[src/rtl/loot_pkg.sv]
// loot_pkg: shared types and constants for the loot manager slice.
// Holds slot states, item geometry, lane table, play area and LFSR seed.
package loot_pkg;

  typedef enum logic [1:0] {
    S_EMPTY   = 2'd0,
    S_ACTIVE  = 2'd1,
    S_OFFERED = 2'd2
  } slot_state_e;

  localparam int         ITEM_SIZE  = 16;
  localparam logic [9:0] AREA_X_MIN = 10'd100;
  localparam logic [9:0] AREA_X_MAX = 10'd739;
  localparam logic [9:0] AREA_Y_MIN = 10'd65;
  localparam logic [9:0] AREA_Y_MAX = 10'd448;
  localparam logic [15:0] LFSR_SEED = 16'hACE1;

  function automatic logic [9:0] lane_y(
    input logic [1:0] idx
  );
    logic [9:0] y;
    unique case (idx)
      2'd0:    y = 10'd96;
      2'd1:    y = 10'd192;
      2'd2:    y = 10'd288;
      default: y = 10'd384;
    endcase
    return y;
  endfunction

endpackage

[src/rtl/loot_manager_if.sv]
// loot_manager_if: player, raster and offer signals of the loot manager.
// master = player/raster side, slave = loot_manager.
interface loot_manager_if;
  logic       RoundEnable;
  logic [9:0] P1X, P1Y, P2X, P2Y;
  logic [4:0] P1HbOffset, P2HbOffset;
  logic       P1Dead, P2Dead;
  logic       P1Collected, P2Collected;
  logic [9:0] DrawX, DrawY;
  logic [1:0] P1Collect, P2Collect;
  logic       LootPixel;
  logic [1:0] LootValue;

  modport master (
    output RoundEnable,
    output P1X, P1Y, P2X, P2Y,
    output P1HbOffset, P2HbOffset,
    output P1Dead, P2Dead,
    output P1Collected, P2Collected,
    output DrawX, DrawY,
    input  P1Collect, P2Collect,
    input  LootPixel, LootValue
  );

  modport slave (
    input  RoundEnable,
    input  P1X, P1Y, P2X, P2Y,
    input  P1HbOffset, P2HbOffset,
    input  P1Dead, P2Dead,
    input  P1Collected, P2Collected,
    input  DrawX, DrawY,
    output P1Collect, P2Collect,
    output LootPixel, LootValue
  );
endinterface

[src/rtl/collision.sv]
// collision: strict overlap test of two WxH boxes, 10-bit unsigned.
// Edges that only touch do not count as overlap.
module collision
  import loot_pkg::*;
#(
  parameter int W = ITEM_SIZE,
  parameter int H = ITEM_SIZE
) (
  input  logic [9:0] i_ax,
  input  logic [9:0] i_ay,
  input  logic [9:0] i_bx,
  input  logic [9:0] i_by,
  output logic       o_hit
);

  logic [9:0] w_axe, w_aye, w_bxe, w_bye;

  assign w_axe = i_ax + 10'(W);
  assign w_aye = i_ay + 10'(H);
  assign w_bxe = i_bx + 10'(W);
  assign w_bye = i_by + 10'(H);

  assign o_hit = (i_ax < w_bxe) && (i_bx < w_axe)
              && (i_ay < w_bye) && (i_by < w_aye);

endmodule

[src/rtl/loot_slot.sv]
// loot_slot: one item slot (EMPTY/ACTIVE/OFFERED) with respawn counter.
// Reports raw player overlaps and raster hits; arbitration lives above.
module loot_slot
  import loot_pkg::*;
#(
  parameter int RESPAWN_FRAMES = 120
) (
  input  logic        i_clk,
  input  logic        i_clr,
  input  logic        i_grant,
  input  logic        i_owner,
  input  logic        i_coll1,
  input  logic        i_coll2,
  input  logic [9:0]  i_spawn_x,
  input  logic [9:0]  i_spawn_y,
  input  logic [1:0]  i_spawn_v,
  input  logic [9:0]  i_h1x,
  input  logic [9:0]  i_h1y,
  input  logic [9:0]  i_h2x,
  input  logic [9:0]  i_h2y,
  input  logic [9:0]  i_draw_x,
  input  logic [9:0]  i_draw_y,
  output slot_state_e o_state,
  output logic [1:0]  o_value,
  output logic        o_hit1,
  output logic        o_hit2,
  output logic        o_pix
);

  localparam logic [7:0] CNT_INIT = 8'(RESPAWN_FRAMES - 1);

  slot_state_e r_state, w_state_nxt;
  logic [7:0]  r_cnt;
  logic        r_owner;
  logic [1:0]  r_value;
  logic [9:0]  r_x, r_y;
  logic [9:0]  w_xe, w_ye;
  logic        w_coll;

  assign w_coll = r_owner ? i_coll2 : i_coll1;
  assign w_xe   = r_x + 10'(ITEM_SIZE);
  assign w_ye   = r_y + 10'(ITEM_SIZE);

  always_ff @(posedge i_clk) begin
    if (i_clr) begin
      r_state <= S_EMPTY;
      r_cnt   <= CNT_INIT;
      r_owner <= 1'b0;
      r_value <= 2'd0;
      r_x     <= 10'd0;
      r_y     <= 10'd0;
    end else begin
      r_state <= w_state_nxt;
      if (r_state == S_EMPTY) begin
        if (r_cnt != 8'd0) begin
          r_cnt <= r_cnt - 8'd1;
        end else begin
          r_x     <= i_spawn_x;
          r_y     <= i_spawn_y;
          r_value <= i_spawn_v;
        end
      end
      if (r_state == S_ACTIVE && i_grant) r_owner <= i_owner;
      // Reload here so the slot is empty for the full respawn time.
      if (r_state == S_OFFERED && w_coll) r_cnt <= CNT_INIT;
    end
  end

  always_comb begin
    w_state_nxt = r_state;
    unique case (r_state)
      S_EMPTY:   if (r_cnt == 8'd0) w_state_nxt = S_ACTIVE;
      S_ACTIVE:  if (i_grant) w_state_nxt = S_OFFERED;
      S_OFFERED: w_state_nxt = w_coll ? S_EMPTY : S_ACTIVE;
      default:   w_state_nxt = S_EMPTY;
    endcase
  end

  always_comb begin
    o_state = r_state;
    o_value = r_value;
    o_pix   = (r_state != S_EMPTY)
           && (i_draw_x >= r_x) && (i_draw_x < w_xe)
           && (i_draw_y >= r_y) && (i_draw_y < w_ye);
  end

  collision u_hit1 (
    .i_ax  (i_h1x),
    .i_ay  (i_h1y),
    .i_bx  (r_x),
    .i_by  (r_y),
    .o_hit (o_hit1)
  );

  collision u_hit2 (
    .i_ax  (i_h2x),
    .i_ay  (i_h2y),
    .i_bx  (r_x),
    .i_by  (r_y),
    .o_hit (o_hit2)
  );

endmodule

[src/rtl/loot_manager.sv]
// loot_manager: spawns loot, arbitrates player grabs, drives loot pixels.
// Define LOOT_RANDOM_EN for LFSR-driven spawn position and value.
module loot_manager
  import loot_pkg::*;
#(
  parameter int NUM_SLOTS      = 4,
  parameter int RESPAWN_FRAMES = 120
) (
  input logic           FrameClk,
  input logic           Reset,
  loot_manager_if.slave bus
);

  logic       w_clr;
  logic [9:0] w_h1x, w_h1y, w_h2x, w_h2y;

  assign w_clr = Reset | ~bus.RoundEnable;
  assign w_h1x = bus.P1X + {5'd0, bus.P1HbOffset};
  assign w_h1y = bus.P1Y + 10'(ITEM_SIZE);
  assign w_h2x = bus.P2X + {5'd0, bus.P2HbOffset};
  assign w_h2y = bus.P2Y + 10'(ITEM_SIZE);

  slot_state_e          w_st  [NUM_SLOTS];
  logic [1:0]           w_val [NUM_SLOTS];
  logic [NUM_SLOTS-1:0] w_hit1, w_hit2, w_pix;
  logic [NUM_SLOTS-1:0] w_ov1, w_ov2, w_grant, w_owner;

  logic       r_busy1, r_busy2, r_rr;
  logic [1:0] r_p1c, r_p2c;
  logic [1:0] w_c1, w_c2;
  logic       w_c1_vld, w_c2_vld;
  logic       w_e1, w_e2, w_contest, w_g1, w_g2;

`ifdef LOOT_RANDOM_EN
  logic [15:0] r_lfsr;
  logic [9:0]  w_rnd_x, w_rnd_y;
  logic [1:0]  w_rnd_v;

  always_ff @(posedge FrameClk) begin
    if (w_clr) r_lfsr <= LFSR_SEED;
    else       r_lfsr <= {r_lfsr[14:0],
                          r_lfsr[15] ^ r_lfsr[13] ^ r_lfsr[12] ^ r_lfsr[10]};
  end

  // 9-bit field never reaches 608, so the modulo is the identity.
  assign w_rnd_x = AREA_X_MIN + {1'b0, r_lfsr[8:0]};
  assign w_rnd_y = lane_y(r_lfsr[10:9]);
  assign w_rnd_v = (r_lfsr[12:11] == 2'd0) ? 2'd1 : r_lfsr[12:11];
`endif

  for (genvar g = 0; g < NUM_SLOTS; g++) begin : g_slot
    logic [9:0] w_sx, w_sy;
    logic [1:0] w_sv;
`ifdef LOOT_RANDOM_EN
    assign w_sx = w_rnd_x;
    assign w_sy = w_rnd_y;
    assign w_sv = w_rnd_v;
`else
    assign w_sx = 10'(160 + 128 * g);
    assign w_sy = lane_y(2'(g));
    assign w_sv = 2'((g % 3) + 1);
`endif

    loot_slot #(
      .RESPAWN_FRAMES (RESPAWN_FRAMES)
    ) u_slot (
      .i_clk     (FrameClk),
      .i_clr     (w_clr),
      .i_grant   (w_grant[g]),
      .i_owner   (w_owner[g]),
      .i_coll1   (bus.P1Collected),
      .i_coll2   (bus.P2Collected),
      .i_spawn_x (w_sx),
      .i_spawn_y (w_sy),
      .i_spawn_v (w_sv),
      .i_h1x     (w_h1x),
      .i_h1y     (w_h1y),
      .i_h2x     (w_h2x),
      .i_h2y     (w_h2y),
      .i_draw_x  (bus.DrawX),
      .i_draw_y  (bus.DrawY),
      .o_state   (w_st[g]),
      .o_value   (w_val[g]),
      .o_hit1    (w_hit1[g]),
      .o_hit2    (w_hit2[g]),
      .o_pix     (w_pix[g])
    );

    assign w_ov1[g]   = w_hit1[g] && (w_st[g] == S_ACTIVE);
    assign w_ov2[g]   = w_hit2[g] && (w_st[g] == S_ACTIVE);
    assign w_grant[g] = (w_g1 && w_c1 == 2'(g))
                     || (w_g2 && w_c2 == 2'(g));
    assign w_owner[g] = w_g2 && w_c2 == 2'(g);
  end

  always_comb begin
    w_c1     = 2'd0;
    w_c2     = 2'd0;
    w_c1_vld = 1'b0;
    w_c2_vld = 1'b0;
    for (int i = NUM_SLOTS - 1; i >= 0; i--) begin
      if (w_ov1[i]) begin
        w_c1     = 2'(i);
        w_c1_vld = 1'b1;
      end
      if (w_ov2[i]) begin
        w_c2     = 2'(i);
        w_c2_vld = 1'b1;
      end
    end
    w_e1      = w_c1_vld && !bus.P1Dead && !r_busy1;
    w_e2      = w_c2_vld && !bus.P2Dead && !r_busy2;
    // Loser of a contested slot gets nothing this frame.
    w_contest = w_e1 && w_e2 && (w_c1 == w_c2);
    w_g1      = w_e1 && !(w_contest && r_rr);
    w_g2      = w_e2 && !(w_contest && !r_rr);
  end

  always_ff @(posedge FrameClk) begin
    if (w_clr) begin
      r_p1c   <= 2'd0;
      r_p2c   <= 2'd0;
      r_busy1 <= 1'b0;
      r_busy2 <= 1'b0;
      r_rr    <= 1'b0;
    end else begin
      r_p1c   <= w_g1 ? w_val[w_c1] : 2'd0;
      r_p2c   <= w_g2 ? w_val[w_c2] : 2'd0;
      r_busy1 <= w_g1;
      r_busy2 <= w_g2;
      if (w_contest) r_rr <= ~r_rr;
    end
  end

  assign bus.P1Collect = r_p1c;
  assign bus.P2Collect = r_p2c;

  always_comb begin
    bus.LootPixel = 1'b0;
    bus.LootValue = 2'd0;
    for (int i = NUM_SLOTS - 1; i >= 0; i--) begin
      if (w_pix[i]) begin
        bus.LootPixel = 1'b1;
        bus.LootValue = w_val[i];
      end
    end
  end

endmodule

[src/flat_wrapper.sv]
// flat-port wrapper written by rule: the top's interface ports become plain ports
module loot_manager_flat import loot_pkg::*;
#(
  parameter int NUM_SLOTS      = 4,
  parameter int RESPAWN_FRAMES = 120
)
  (FrameClk, Reset, bus_RoundEnable, bus_P1X, bus_P1Y, bus_P2X, bus_P2Y, bus_P1HbOffset, bus_P2HbOffset, bus_P1Dead, bus_P2Dead, bus_P1Collected, bus_P2Collected, bus_DrawX, bus_DrawY, bus_P1Collect, bus_P2Collect, bus_LootPixel, bus_LootValue);
  loot_manager_if bus_i ();
  input logic FrameClk;
  input logic Reset;
  input wire logic [$bits(bus_i.RoundEnable)-1:0] bus_RoundEnable;
  input wire logic [$bits(bus_i.P1X)-1:0] bus_P1X;
  input wire logic [$bits(bus_i.P1Y)-1:0] bus_P1Y;
  input wire logic [$bits(bus_i.P2X)-1:0] bus_P2X;
  input wire logic [$bits(bus_i.P2Y)-1:0] bus_P2Y;
  input wire logic [$bits(bus_i.P1HbOffset)-1:0] bus_P1HbOffset;
  input wire logic [$bits(bus_i.P2HbOffset)-1:0] bus_P2HbOffset;
  input wire logic [$bits(bus_i.P1Dead)-1:0] bus_P1Dead;
  input wire logic [$bits(bus_i.P2Dead)-1:0] bus_P2Dead;
  input wire logic [$bits(bus_i.P1Collected)-1:0] bus_P1Collected;
  input wire logic [$bits(bus_i.P2Collected)-1:0] bus_P2Collected;
  input wire logic [$bits(bus_i.DrawX)-1:0] bus_DrawX;
  input wire logic [$bits(bus_i.DrawY)-1:0] bus_DrawY;
  output wire logic [$bits(bus_i.P1Collect)-1:0] bus_P1Collect;
  output wire logic [$bits(bus_i.P2Collect)-1:0] bus_P2Collect;
  output wire logic [$bits(bus_i.LootPixel)-1:0] bus_LootPixel;
  output wire logic [$bits(bus_i.LootValue)-1:0] bus_LootValue;
  assign bus_i.RoundEnable = bus_RoundEnable;
  assign bus_i.P1X = bus_P1X;
  assign bus_i.P1Y = bus_P1Y;
  assign bus_i.P2X = bus_P2X;
  assign bus_i.P2Y = bus_P2Y;
  assign bus_i.P1HbOffset = bus_P1HbOffset;
  assign bus_i.P2HbOffset = bus_P2HbOffset;
  assign bus_i.P1Dead = bus_P1Dead;
  assign bus_i.P2Dead = bus_P2Dead;
  assign bus_i.P1Collected = bus_P1Collected;
  assign bus_i.P2Collected = bus_P2Collected;
  assign bus_i.DrawX = bus_DrawX;
  assign bus_i.DrawY = bus_DrawY;
  assign bus_P1Collect = bus_i.P1Collect;
  assign bus_P2Collect = bus_i.P2Collect;
  assign bus_LootPixel = bus_i.LootPixel;
  assign bus_LootValue = bus_i.LootValue;
  loot_manager #(.NUM_SLOTS(NUM_SLOTS), .RESPAWN_FRAMES(RESPAWN_FRAMES)) u_core (.FrameClk(FrameClk), .Reset(Reset), .bus(bus_i));
endmodule
[config.mk]
export PLATFORM = sky130hd
export DESIGN_NAME = loot_manager_flat
export DESIGN_NICKNAME = d
export VERILOG_FILES = /design/src/rtl/loot_pkg.sv /design/src/rtl/loot_manager_if.sv /design/src/rtl/collision.sv /design/src/rtl/loot_slot.sv /design/src/rtl/loot_manager.sv /design/src/flat_wrapper.sv
export SDC_FILE = /design/constraint.sdc
export NUM_CORES = 1
export LEC_CHECK = 0
export ABC_AREA = 1
export BUFFER_PORTS_ARGS = -buffer_cell sky130_fd_sc_hd__buf_2
export CAP_MARGIN = 20
export CORE_AREA = 5 5 165 167
export DETAILED_ROUTE_END_ITERATION = 16
export DIE_AREA = 0 0 170 172
export GPL_ROUTABILITY_DRIVEN = 0
export MAX_ROUTING_LAYER = met4
export PLACE_DENSITY = 0.51
export REMOVE_ABC_BUFFERS = 1
export SYNTH_ARGS = -nofsm -noshare
export SYNTH_HDL_FRONTEND = slang
export SYNTH_SLANG_ARGS = --single-unit
[constraint.sdc]
create_clock -name FrameClk -period 4.13 [get_ports FrameClk]
set_input_delay 0 -clock FrameClk [delete_from_list [all_inputs] [get_ports FrameClk]]
set_output_delay 0 -clock FrameClk [all_outputs]
set_load 0.1 [all_outputs]
* Word level (Yosys, flattened, before mapping)
Index checks and enable logic that the tools add are counted.
** Word-level totals
- Register bits :: 59
- Input bits :: 77
- Output and inout port bits :: 7
- Logic and storage cells :: 300
** Operators by class
- $add $sub $neg :: 20
- $lt $le $gt $ge :: 50
- Equality and inequality tests :: 23
- Mux-type cells :: 50
- Bitwise gates (word level) :: 11
- Reductions and logical operators :: 121
** Operators by type and width (number)
- $lt A10 B10 Y1 :: 26
- $lt A9 B10 Y1 :: 8
- $logic_and A1 B1 Y1 :: 74
- $add A10 B5 Y10 const B :: 7
- $mux W2 :: 23
- $add A9 B5 Y10 const B :: 4
- $ge A10 B9 Y1 :: 4
- $lt A8 B10 Y1 :: 4
- $logic_not A8 Y1 :: 4
- $reduce_bool A8 Y1 :: 4
- $sub A8 B1 Y8 const B :: 4
- $pmux W2 S3 :: 4
- $reduce_and A2 Y1 :: 12
- $mux W1 :: 21
- $add A10 B5 Y10 :: 2
- $ge A10 B8 Y1 :: 2
- $lt A7 B10 Y1 :: 2
- $add A8 B5 Y9 const B :: 2
- $eq A2 B2 Y1 const B :: 8
- $eq A2 B1 Y1 const B :: 6
- $logic_not A2 Y1 :: 6
- $reduce_or A2 Y1 :: 6
- $ge A10 B10 Y1 :: 1
- $ge A10 B7 Y1 :: 1
- 12 further kinds :: 40

* Longest topological paths before layout
Gate-level depths: netlist (run 1).
- Depth after elaboration :: 22
- Mapped depth :: 30
- Depth with buffers taken out :: 29

* Cells and area by module
From an unflattened synthesis (run 1), not the netlist that was laid out.
** Second synthesis, totals
- Cells, all modules :: 3017
- Area total of the unflattened synthesis :: 20020.5 µm²
** By module, submodules not included
- collision at u_core.g_slot[0].u_slot.u_hit1 ... :: instances 6, cells each 190, area each 1182.4 µm², sequential area each 0.0 µm²
- loot_slot at u_core.g_slot[0].u_slot ... :: instances 3, cells each 314, area each 2282.2 µm², sequential area each 660.6 µm²
- collision at u_core.g_slot[3].u_slot.u_hit1 ... :: instances 2, cells each 194, area each 1191.1 µm², sequential area each 0.0 µm²
- loot_slot at u_core.g_slot[3].u_slot :: instances 1, cells each 313, area each 2277.2 µm², sequential area each 660.6 µm²
- loot_manager :: instances 1, cells each 234, area each 1420.1 µm², sequential area each 140.1 µm²

* Worst setup path before layout (run 1)
No wires, ideal clock.
- Path kind :: reg2out
- Start point :: register u_core.g_slot[0].u_slot.r_y[5] (netlist name)
- End point :: output bus_LootValue[0]
- Arrival :: 3.828 ns
- Required time :: 4.130 ns
- Path slack :: 0.302 ns
- Cell stages (with the launch flop) :: 9
- Path buffers :: 0
- Path through :: dfxtp_1 -> inv_1 -> ha_1 -> nand2_1 -> nor4_1 -> nand4_1 -> nor2_1 -> inv_1 -> o21ai_0
** On the way
- Word-level cells in the longest chain between the ends :: 6
- Elaborated cells between the ends (all ways) :: 11
- Those cells by class :: 2 x add/sub; 4 x order compare; 1 x mux; 4 x reduce/logical
** RTL lines
- $add A8 B5 Y9 or $ge A10 B8 Y1 (tied branches)
- $lt A10 B10 Y1 or $logic_and A1 B1 Y1 (tied branches)
- $logic_and A1 B1 Y1
- $logic_and A1 B1 Y1 :: line loot_slot.sv:84 : && (i_draw_y >= r_y) && (i_draw_y < w_ye);
- $logic_and A1 B1 Y1 (*) :: line loot_slot.sv:84
- $mux W2 (*) :: line loot_manager.sv:142 : if (w_pix[i]) begin
- end: declaration :: line flat_wrapper.sv:27 : output wire logic [$bits(bus_i.LootValue)-1:0] bus_LootValue;
Mark *: on every way between the ends. The rest lies on a longest branch, timed or not.

* Worst setup path after layout (run 1)
- Start point :: input bus_P1HbOffset[0]
- End point :: register u_core.g_slot[0].u_slot.r_owner
** On the way
- Word-level cells in the longest chain between the ends :: 21
- Elaborated cells between the ends (all ways) :: 50
- Those cells by class :: 2 x add/sub; 8 x order compare; 1 x eq/ne; 8 x mux; 31 x reduce/logical
** RTL lines
- start: declaration :: line flat_wrapper.sv:16 : input wire logic [$bits(bus_i.P1HbOffset)-1:0] bus_P1HbOffset;
- $add A10 B5 Y10 (*) :: line loot_manager.sv:18 : assign w_h1x = bus.P1X + {5'd0, bus.P1HbOffset};
- $add A10 B5 Y10 :: line collision.sv:18 : assign w_axe = i_ax + 10'(W);
- $lt A10 B10 Y1 :: line collision.sv:23 : assign o_hit = (i_ax < w_bxe) && (i_bx < w_axe)
- $logic_and A1 B1 Y1 :: line collision.sv:23
- $logic_and A1 B1 Y1 (2 in series) :: line collision.sv:24 : && (i_ay < w_bye) && (i_by < w_aye);
- $logic_and A1 B1 Y1 :: line loot_manager.sv:89 : assign w_ov1[g] = w_hit1[g] && (w_st[g] == S_ACTIVE);
- $mux W1 (4 in series) :: line loot_manager.sv:102 : if (w_ov1[i]) begin
- $logic_and A1 B1 Y1 (2 in series) :: line loot_manager.sv:111 : w_e1 = w_c1_vld && !bus.P1Dead && !r_busy1;
- $logic_and A1 B1 Y1 (2 in series) :: line loot_manager.sv:114 : w_contest = w_e1 && w_e2 && (w_c1 == w_c2);
- $logic_and A1 B1 Y1, on equally long branches :: line loot_manager.sv:115, loot_manager.sv:116
- $logic_not A1 Y1, on equally long branches :: line loot_manager.sv:115, loot_manager.sv:116
- $logic_and A1 B1 Y1, on equally long branches :: line loot_manager.sv:115, loot_manager.sv:116
- $logic_and A1 B1 Y1, on equally long branches :: line loot_manager.sv:91, loot_manager.sv:92, loot_manager.sv:93
- $logic_or A1 B1 Y1 :: line loot_manager.sv:92 : || (w_g2 && w_c2 == 2'(g));
- $logic_and A1 B1 Y1 :: line loot_slot.sv:63 : if (r_state == S_ACTIVE && i_grant) r_owner <= i_owner;
- end signal: assignment :: line loot_slot.sv:63
- end: declaration :: line loot_slot.sv:34 : logic r_owner;
Marked as above.
A chain may end at the register's enable or synchronous reset.

==> flow_metrics.env, run 1 <==
export IMPL_syn_area_um2=7020
export IMPL_status="complete, no violations"
export IMPL_synthTopCellsByArea="ha_1, dfxtp_1, nand2_1"
export IMPL_dr_pass1_iters=4
export IMPL_place_area_um2=7880
export IMPL_postCtsResizedCells=0
export IMPL_io_pins=84
export IMPL_ys_ff_latch=55
export IMPL_min_period_over_period_pct=86.0
export IMPL_cts_root_buffer="clkbuf_16"
export IMPL_seq_area_frac_synth_pct=15.7
export IMPL_die_w_um=170
export IMPL_antenna_found_initial=0
export IMPL_post_synth_top_count_cell="nand2_1"
export IMPL_rsz0062_at_grt="no"
export IMPL_synth_cell_type_count=50
export IMPL_drt_iter0_drc=337
export IMPL_rrSetupSlack_ps=1090
export IMPL_drc=0
export IMPL_drive_above_1_share_pct=16.2
export IMPL_syn_to_final_growth_pct=14.1
export IMPL_finalHoldViolCount=0
export IMPL_fin_nets=1353
export IMPL_cts_hold_fix_buffers=0
export IMPL_antenna_left=0
export IMPL_yosysTopAreaCellShare_pct=19.2
export IMPL_postCtsSetupRepairBufs=0
export IMPL_final_core_util_pct=31.3
export IMPL_synth_area_per_cell_um2=6.60
export IMPL_endpoint_kind="register"
export IMPL_overflow=0
export IMPL_place_port_buffers=83
export IMPL_skew_ps=4.40
export IMPL_die_h_um=172
export IMPL_ff2ff_path_depth=17
export IMPL_dieArea_um2=29200
export IMPL_grt_pass1_vias=6578
export IMPL_clock_sinks=55
export IMPL_clk_latency_ps=290
export IMPL_critPathTopFamily="simple AND/OR/NAND/NOR gates"
export IMPL_diodes=0
export IMPL_slew_violations=0
export IMPL_grt_max_degree=25
export IMPL_yosysWarnings=0
export IMPL_vias=6868
export IMPL_fmax_mhz=281
export IMPL_synth_edf_count=0
export IMPL_critical_path_depth=29
export IMPL_place_hpwl_mm=15.6
export IMPL_power_density_nw_per_um2=176
export IMPL_ys_flop_type="dfxtp_1"
export IMPL_cts_buffers=5
export IMPL_r2r_end="u_core.g_slot[0].u_slot.r_owner"
export IMPL_netlist_instances=1065
export IMPL_slowest_stage="fa_1"
export IMPL_fin_crit_ps=3550
export IMPL_required_ps=4340
export IMPL_grt_pass1_wl_mm=31.2
export IMPL_async_reset_ff_share_pct=0
export IMPL_critPathMaxStageDelay_ps=450
export IMPL_h_tree_depth=2
export IMPL_cts_buffer_depth=2
export IMPL_cts_tree="built"
export IMPL_wirelength_mm=18.7
export IMPL_relSlewSlack_pct=50.2
export IMPL_grt_usage_pct=13.2
export IMPL_std_cell_rows=59
export IMPL_path_clk_slew_ps=70
export IMPL_fp_coreArea_um2=25600
export IMPL_setup_viol=0
export IMPL_yosys_area_top_type="ha_1"
export IMPL_path_common_cell="nand2_1"
export IMPL_vdd_drop_max_mv=0.156
export IMPL_hp_class="in -> reg"
export IMPL_path_class="in -> reg"
export IMPL_tns_ps=0
export IMPL_power_leakage_uw=0.00391
export IMPL_crit_reg2reg_launch="u_core.g_slot[1].u_slot.r_y[6]"
export IMPL_startpoint_type="primary input"
export IMPL_startpoint="bus_P1HbOffset[0]"
export IMPL_vias_per_cell=4.60
export IMPL_synth_commonest_cells="nand2_1, inv_1, nor2_1, ha_1, nand3_1"
export IMPL_crit_end="u_core.g_slot[0].u_slot.r_owner"
export IMPL_design_area_um2=8020
export IMPL_worst_ep_arrival_time_ps=3770
export IMPL_post_drt_wl_per_cell_um=12.5
export IMPL_initial_core_util_pct=27.4
export IMPL_drv_cap=0
export IMPL_critPathMaxFanout=9
export IMPL_holdWs_ps=72.2
export IMPL_crit_buf_inv=2
export IMPL_tightestPinTransition_ps=747
-- worst reg2reg max path, cell delays in order (launching register included) --
cell     delay, ps
dfxtp_1        310
inv_1          410
ha_1           330
a21oi_1        140
nor2_1          50
nor4_1         370
nand3_1        120
nor2_1         100
nand2_1         80
nand2_2         90
nor2_2          70
nor2_8         170
nand2_2         90
nor2_4         160
nand3_4        150
nand3_2        110
nand3_1         70
a21oi_1        140
-- cells in the final DEF (no fill, tap or decap), drive strengths merged, types with 3 or more instances in the layout --
| master | count |
|---|---|
| a21boi | 8 |
| a21oi | 56 |
| a221oi | 4 |
| a31oi | 4 |
| buf | 89 |
| clkbuf | 6 |
| dfxtp | 55 |
| fa | 10 |
| ha | 108 |
| inv | 173 |
| nand2 | 242 |
| nand3 | 115 |
| nand3b | 9 |
| nand4 | 25 |
| nor2 | 123 |
| nor3 | 26 |
| nor4 | 9 |
| o211ai | 3 |
| o21ai | 39 |
| o21bai | 7 |
| or2 | 12 |
| xnor2 | 7 |
| xor2 | 14 |
-- worst min path at each step --
stage | start | endpoint | slack (ps) | cells after the start
CTS | Reset | u_core.r_busy1 | 90 | 4
finish | Reset | u_core.r_busy1 | 70 | 4
global placement | Reset | u_core.r_busy1 | 410 | 4
floorplan | Reset | u_core.r_busy1 | 220 | 3
global route | Reset | u_core.r_busy1 | 110 | 4
detailed placement | Reset | u_core.r_busy1 | 410 | 4
-- final cells by class --
type,count,area [µm²]
fillers,2807,17600
multi-input cells,833,5240
flip-flops and latches,55,1100
inverters,174,653
repair buffers,89,460
well taps,335,419
clock buffers,6,129
clock inverters,2,12.5
-- state kept, by name (all words and copies together), names as in the netlist --
register	flops
u_core.bus.P1Collect	2
u_core.r_busy2	1
u_core.g_slot.u_slot.o_value	1
u_core.g_slot.u_slot.r_y	3
u_core.g_slot.u_slot.r_owner	4
u_core.bus.P2Collect	2
u_core.g_slot.u_slot.r_cnt	32
u_core.r_rr	1
u_core.g_slot.u_slot.o_state	8
u_core.r_busy1	1
-- cells by family after synthesis --
| logic type | after synthesis | share of synthesized area [%] |
|---|---|---|
| AND/OR/NAND/NOR | 563 | 38.6 |
| adder cells (fa/ha/maj) | 118 | 22.1 |
| buffers and inverters | 177 | 9.71 |
| flip-flops | 55 | 15.7 |
| AO/OA/AOI/OAI | 131 | 11.1 |
| XOR/XNOR | 21 | 2.83 |
-- routing by layer --
| metal | track usage (%) | up-vias | part of all wire (%) | wire [µm] |
|---|---|---|---|---|
| met5 | - | - | 0 | 0 |
| met3 | 1.37 | 10 | 4.6 | 859 |
| met2 | 22.0 | 119 | 45 | 8420 |
| li1 | - | 3701 | - | - |
| met4 | 1.88 | 0 | 0.80 | 150 |
| met1 | 17.8 | 3038 | 50 | 9320 |
-- stage by stage --
step	worst slack (ps)	power, µW	std cells
floorplan	302	872	1062
global placement	254	1010	1486
detailed placement	268	1010	1486
CTS	559	1430	1494
global route	32.5	1520	1494
finish	576	1410	1494
-- power breakdown --
part	internal [µW]	switching, µW
logic	167	295
clock network	224	189
registers	534	2.96
total	925	487
(Power assumes the default switching activity.)
==> run 2, diff against run 1 <==
Settings changed: CORE_AREA 5 5 165 167 to 5 5 114 116, DIE_AREA 0 0 170 172 to 0 0 119 121, HOLD_SLACK_MARGIN from default to 0.1, PLACE_DENSITY 0.51 to 0.88.
==> run 2 against run 1 <==
Net effect: worst hold slack improved by 64 ps; largest cell class unchanged; die area shrank 51%; sequential power about the same; clock-buffer cell count did not move; clock power decreased by 6.8%; combinational power barely moved.
==> flow_metrics.env, run 2 (synthesis results as in run 1) <==
export IMPL_status="complete, no violations"
export IMPL_syn_to_final_growth_pct=10.7
export IMPL_antenna_left=0
export IMPL_io_pins=84
export IMPL_power_uw=1380
export IMPL_endpoint_kind="register"
export IMPL_sw_frac_of_total_pct=33.4
export IMPL_postCtsResizedCells=0
export IMPL_overflow=0
export IMPL_dr_pass1_iters=7
export IMPL_finalHoldViolCount=0
export IMPL_path_class="in -> reg"
export IMPL_fin_nets=1354
export IMPL_required_ps=4340
export IMPL_clk_latency_ps=290
export IMPL_startpoint_type="primary input"
export IMPL_holdWs_ps=136
export IMPL_final_common_cell="nand2_1"
export IMPL_r2r_end="u_core.g_slot[0].u_slot.r_owner"
export IMPL_min_period_over_period_pct=86.3
export IMPL_slowest_stage="fa_1"
export IMPL_largest_reg_flops=32
export IMPL_fill_cells=1043
export IMPL_fin_crit_ps=3560
export IMPL_place_area_um2=7640
export IMPL_slew_violations=0
export IMPL_relSlewSlack_pct=51.2
export IMPL_setup_viol=0
export IMPL_grt_pass1_vias=6571
export IMPL_hold_start="bus_RoundEnable"
export IMPL_worst_ep_arrival_time_ps=3770
export IMPL_grt_met3_usage_pct=2.38
export IMPL_comb_power_share_pct=33.2
export IMPL_grt_pass1_wl_mm=28.2
export IMPL_multiInputGateArea_um2=5240
export IMPL_rsz0062_at_grt="no"
export IMPL_power_density_nw_per_um2=178
export IMPL_rrSetupSlack_ps=800
export IMPL_antenna_found_initial=0
export IMPL_vdd_drop_max_mv=0.135
export IMPL_wirelength_mm=16.3
export IMPL_diodes=0
export IMPL_met1_usage_pct=29.7
export IMPL_crit_reg2reg_launch="u_core.g_slot[0].u_slot.r_y[5]"
export IMPL_drt_iter0_drc=459
export IMPL_critPathMaxStageDelay_ps=450
export IMPL_grt_max_degree=25
export IMPL_use_met2_pct=39.5
export IMPL_die_w_um=119
export IMPL_dieArea_um2=14400
export IMPL_design_area_um2=7780
export IMPL_cts_tree="built"
export IMPL_tns_ps=0
export IMPL_path_common_cell="nand2_1"
export IMPL_top_register="u_core.g_slot.u_slot.r_cnt"
export IMPL_ff2ff_path_depth=17
export IMPL_final_core_util_pct=65.9
export IMPL_place_port_buffers=83
export IMPL_critPathMaxFanout=9
export IMPL_initial_core_util_pct=59.5
export IMPL_clock_sinks=55
export IMPL_std_cell_rows=40
export IMPL_internal_power_uw=920
export IMPL_hold_end="u_core.r_busy1"
export IMPL_fmax_mhz=281
export IMPL_tightestPinTransition_ps=731
export IMPL_holdPathStages=5
export IMPL_fp_coreArea_um2=11800
export IMPL_cts_buffers=5
export IMPL_skew_ps=3.55
export IMPL_drv_cap=0
export IMPL_p_switching_uw=461
export IMPL_h_tree_depth=2
export IMPL_power_leakage_uw=0.00391
export IMPL_grt_usage_pct=23.1
export IMPL_drc=0
export IMPL_cts_buffer_depth=2
export IMPL_vias=7090
export IMPL_power_frac_clock_pct=27.9
export IMPL_drive_above_1_share_pct=16.1
export IMPL_die_h_um=121
export IMPL_cts_root_buffer="clkbuf_16"
export IMPL_hp_class="in -> reg"
export IMPL_pwr_share_seq_pct=38.9
export IMPL_place_hpwl_mm=13.3
export IMPL_path_clk_slew_ps=60
export IMPL_final_seq_area_um2=1100
export IMPL_vias_per_cell=5.43
export IMPL_top_usage_layer="met2"
export IMPL_final_cell_mix="nand2_1, inv_1, nor2_1"
export IMPL_post_drt_wl_per_cell_um=12.5
-- run 2: worst max-delay path by stage --
stage / from / to / depth (start not counted)
4_1_cts: bus_P1HbOffset[0] / u_core.g_slot[0].u_slot.r_owner / 29
6_report: bus_P1HbOffset[0] / u_core.g_slot[0].u_slot.r_owner / 29
3_3_place_gp: bus_P1HbOffset[0] / u_core.g_slot[1].u_slot.o_state[0] / 26
5_1_grt: bus_P1HbOffset[0] / u_core.g_slot[0].u_slot.o_state[0] / 29
3_5_place_dp: bus_P1HbOffset[0] / u_core.g_slot[0].u_slot.r_owner / 29
2_1_floorplan: u_core.g_slot[0].u_slot.r_y[5] / bus_LootValue[0] / 8
-- run 2: through the flow --
stage	instances	worst slack, ps
after global placement	1298	382
after CTS	1305	585
final	1305	566
after floorplan	1062	302
after detailed placement	1298	331
after global routing	1305	133
-- run 2: layout make-up --
cell class | count | share of cell area (%)
timing repair buffer | 90 | 6.05
clock buffer | 6 | 1.66
sequential | 55 | 14.2
inverter | 174 | 8.40
multi-input combinational | 833 | 67.4
tap | 147 | 2.36
-- run 2: per-layer routing --
layer	vias to the layer above	wire, µm
met5	-	0
met1	3179	7550
met3	33	931
met4	0	309
li1	3692	-
met2	186	7480
-- run 2: repair_timing --
| action | in CTS | in global routing |
|---|---|---|
| endpoints found under the hold margin | 2 | 0 |
| buffers inserted | 0 | 0 |
| hold buffers | 1 | 0 |
-- run 2: power by group through the flow --
stage | Combinational, µW | Clock, µW | Sequential (µW)
after floorplan | 324 | 0 | 548
after global placement | 439 | 0 | 549
after detailed placement | 452 | 0 | 549
after CTS | 457 | 393 | 537
after global routing | 526 | 419 | 537
final | 459 | 385 | 537
-- run 2: worst max-delay path: cells and delay by family --
kind	cells	cell delay (ps)
buf+inv	2	170
simple gates	23	2590
compound gates	1	140
fa+ha+maj	3	880
==> run 3, diff against run 2 <==
Settings changed: RECOVER_POWER from default to 25.
==> run 3 against run 2 <==
Net effect: largest cell class unchanged; combinational power is essentially flat; critical path depth is the same; first-iteration DRC count up 1.3%; clock skew barely moved; maximum frequency is essentially flat; total power is essentially flat; largest power group unchanged; global-route usage is the same; clock power hardly changed; register-to-register slack barely moved; critical endpoint unchanged; via count about the same; final cell count unchanged; sequential power is essentially flat.
==> flow_metrics.env, run 3 (synthesis results as in run 1) <==
export IMPL_status="complete, no violations"
export IMPL_diodes=0
export IMPL_placed_cells_incl_taps=1298
export IMPL_syn_to_final_growth_pct=10.7
export IMPL_antenna_left=0
export IMPL_antenna_found_initial=0
export IMPL_holdWs_ps=136
export IMPL_h_tree_depth=2
export IMPL_vias_per_cell=5.43
export IMPL_grt_pass1_vias=6571
export IMPL_power_density_nw_per_um2=178
export IMPL_die_w_um=119
export IMPL_dr_pass1_iters=7
export IMPL_slew_violations=0
export IMPL_cts_root_buffer="clkbuf_16"
export IMPL_final_common_cell="nand2_1"
export IMPL_die_h_um=121
export IMPL_path_clk_slew_ps=60
export IMPL_place_port_buffers=83
export IMPL_dp_slack_ps=331
export IMPL_setup_viol=0
export IMPL_drive_above_1_share_pct=15.7
export IMPL_rsz0062_at_grt="no"
export IMPL_fmax_mhz=281
export IMPL_wirelength_mm=16.3
export IMPL_startpoint_type="primary input"
export IMPL_io_pins=84
export IMPL_drv_cap=0
export IMPL_postCtsResizedCells=0
export IMPL_skew_ps=3.43
export IMPL_dieArea_um2=14400
export IMPL_power_leakage_uw=0.00389
export IMPL_fin_crit_ps=3560
export IMPL_critPathMaxStageDelay_ps=450
export IMPL_overflow=0
export IMPL_path_class="in -> reg"
export IMPL_std_cell_rows=40
export IMPL_cts_tree="built"
export IMPL_place_hpwl_mm=13.3
export IMPL_cts_buffers=5
export IMPL_fp_coreArea_um2=11800
export IMPL_vias=7092
export IMPL_critPathTopFamily="simple AND/OR/NAND/NOR gates"
export IMPL_cts_buffer_depth=2
export IMPL_clock_sinks=55
export IMPL_path_common_cell="nand2_1"
export IMPL_finalHoldViolCount=0
export IMPL_endpoint_kind="register"
export IMPL_fin_nets=1354
export IMPL_hp_class="in -> reg"
export IMPL_post_drt_wl_per_cell_um=12.5
export IMPL_fin_ws_ps=568
export IMPL_fill_cells=1043
export IMPL_slowest_stage="fa_1"
export IMPL_crit_buf_inv=2
export IMPL_final_core_util_pct=65.8
export IMPL_layout_cells_non_filler=1305
export IMPL_cts_hold_fix_buffers=1
export IMPL_postCtsSetupRepairBufs=0
export IMPL_grt_pass1_wl_mm=28.2
export IMPL_min_period_over_period_pct=86.3
export IMPL_grt_usage_pct=23.1
export IMPL_initial_core_util_pct=59.5
export IMPL_grt_max_degree=25
export IMPL_required_ps=4340
export IMPL_worst_ep_arrival_time_ps=3770
export IMPL_final_cell_mix="nand2_1, inv_1, nor2_1"
export IMPL_clk_latency_ps=290
export IMPL_largest_reg_flops=32
export IMPL_drt_iter0_drc=465
export IMPL_critPathMaxFanout=9
export IMPL_tns_ps=0
export IMPL_top_register="u_core.g_slot.u_slot.r_cnt"
export IMPL_vdd_drop_max_mv=0.135
export IMPL_tightestPinTransition_ps=1190
export IMPL_drc=0
export IMPL_relSlewSlack_pct=21.3
run 3: changes by cell type in the layout (fill, tap and decap cells not counted):
cell	before	now
clkbuf_1	1	5
buf_2	83	79
run 3: path summary, 6_finish.rpt:
path | startpoint | to | slack, ps | cells past startpoint
setup / recovery | bus_P1HbOffset[0] | u_core.g_slot[0].u_slot.r_owner | 570 | 29
hold / removal | bus_RoundEnable | u_core.r_busy1 | 140 | 5
setup reg to reg | u_core.g_slot[0].u_slot.r_y[5] | u_core.g_slot[0].u_slot.r_owner | 800 | 17
hold reg to reg | u_core.g_slot[0].u_slot.r_cnt[3] | u_core.g_slot[0].u_slot.r_cnt[3] | 470 | 2
run 3: worst register-to-register path, cell delays in order (launching register included):
cell and delay, ps:
dfxtp_1 630, inv_1 440, ha_1 350, nor3_1 190
nand3_1 100, nor2_1 110, nand3_1 80, clkinv_1 50
nand4_1 180, nand2_2 150, nor2_2 70, nor2_8 180
nand2_2 100, nor2_4 150, nand3_4 150, nand3_2 110
nand3_1 70, a21oi_1 140
run 3: layer usage:
metal	routed length (µm)	global-route usage, %	up-vias
met2	7490	39.5	188
li1	-	-	3693
met3	941	2.38	35
met4	312	5.36	0
met1	7530	29.7	3176
met5	0	-	-
run 3: stage by stage:
stage	power, µW	area [µm²]
floorplan	872	7000
global placement	988	7640
detailed placement	1000	7640
CTS	1390	7780
global route	1480	7770
finish	1380	7770
run 3: power by group:
part           leakage [µW]  internal (µW)  switching, µW  total (µW)
sequential         0.000445            534           2.93         537
clock             0.0000628            218            167         385
combinational       0.00338            168            291         459
total               0.00389            920            461        1380
run 3: area by class of cell:
class                      instances  area (µm²)  share of cell area [%]
tap                              147         184                    2.37
timing repair buffer              90         465                    5.99
sequential                        55        1100                    14.2
multi-input combinational        833        5240                    67.4
clock buffer                       6         129                    1.66
inverter                         174         653                    8.40
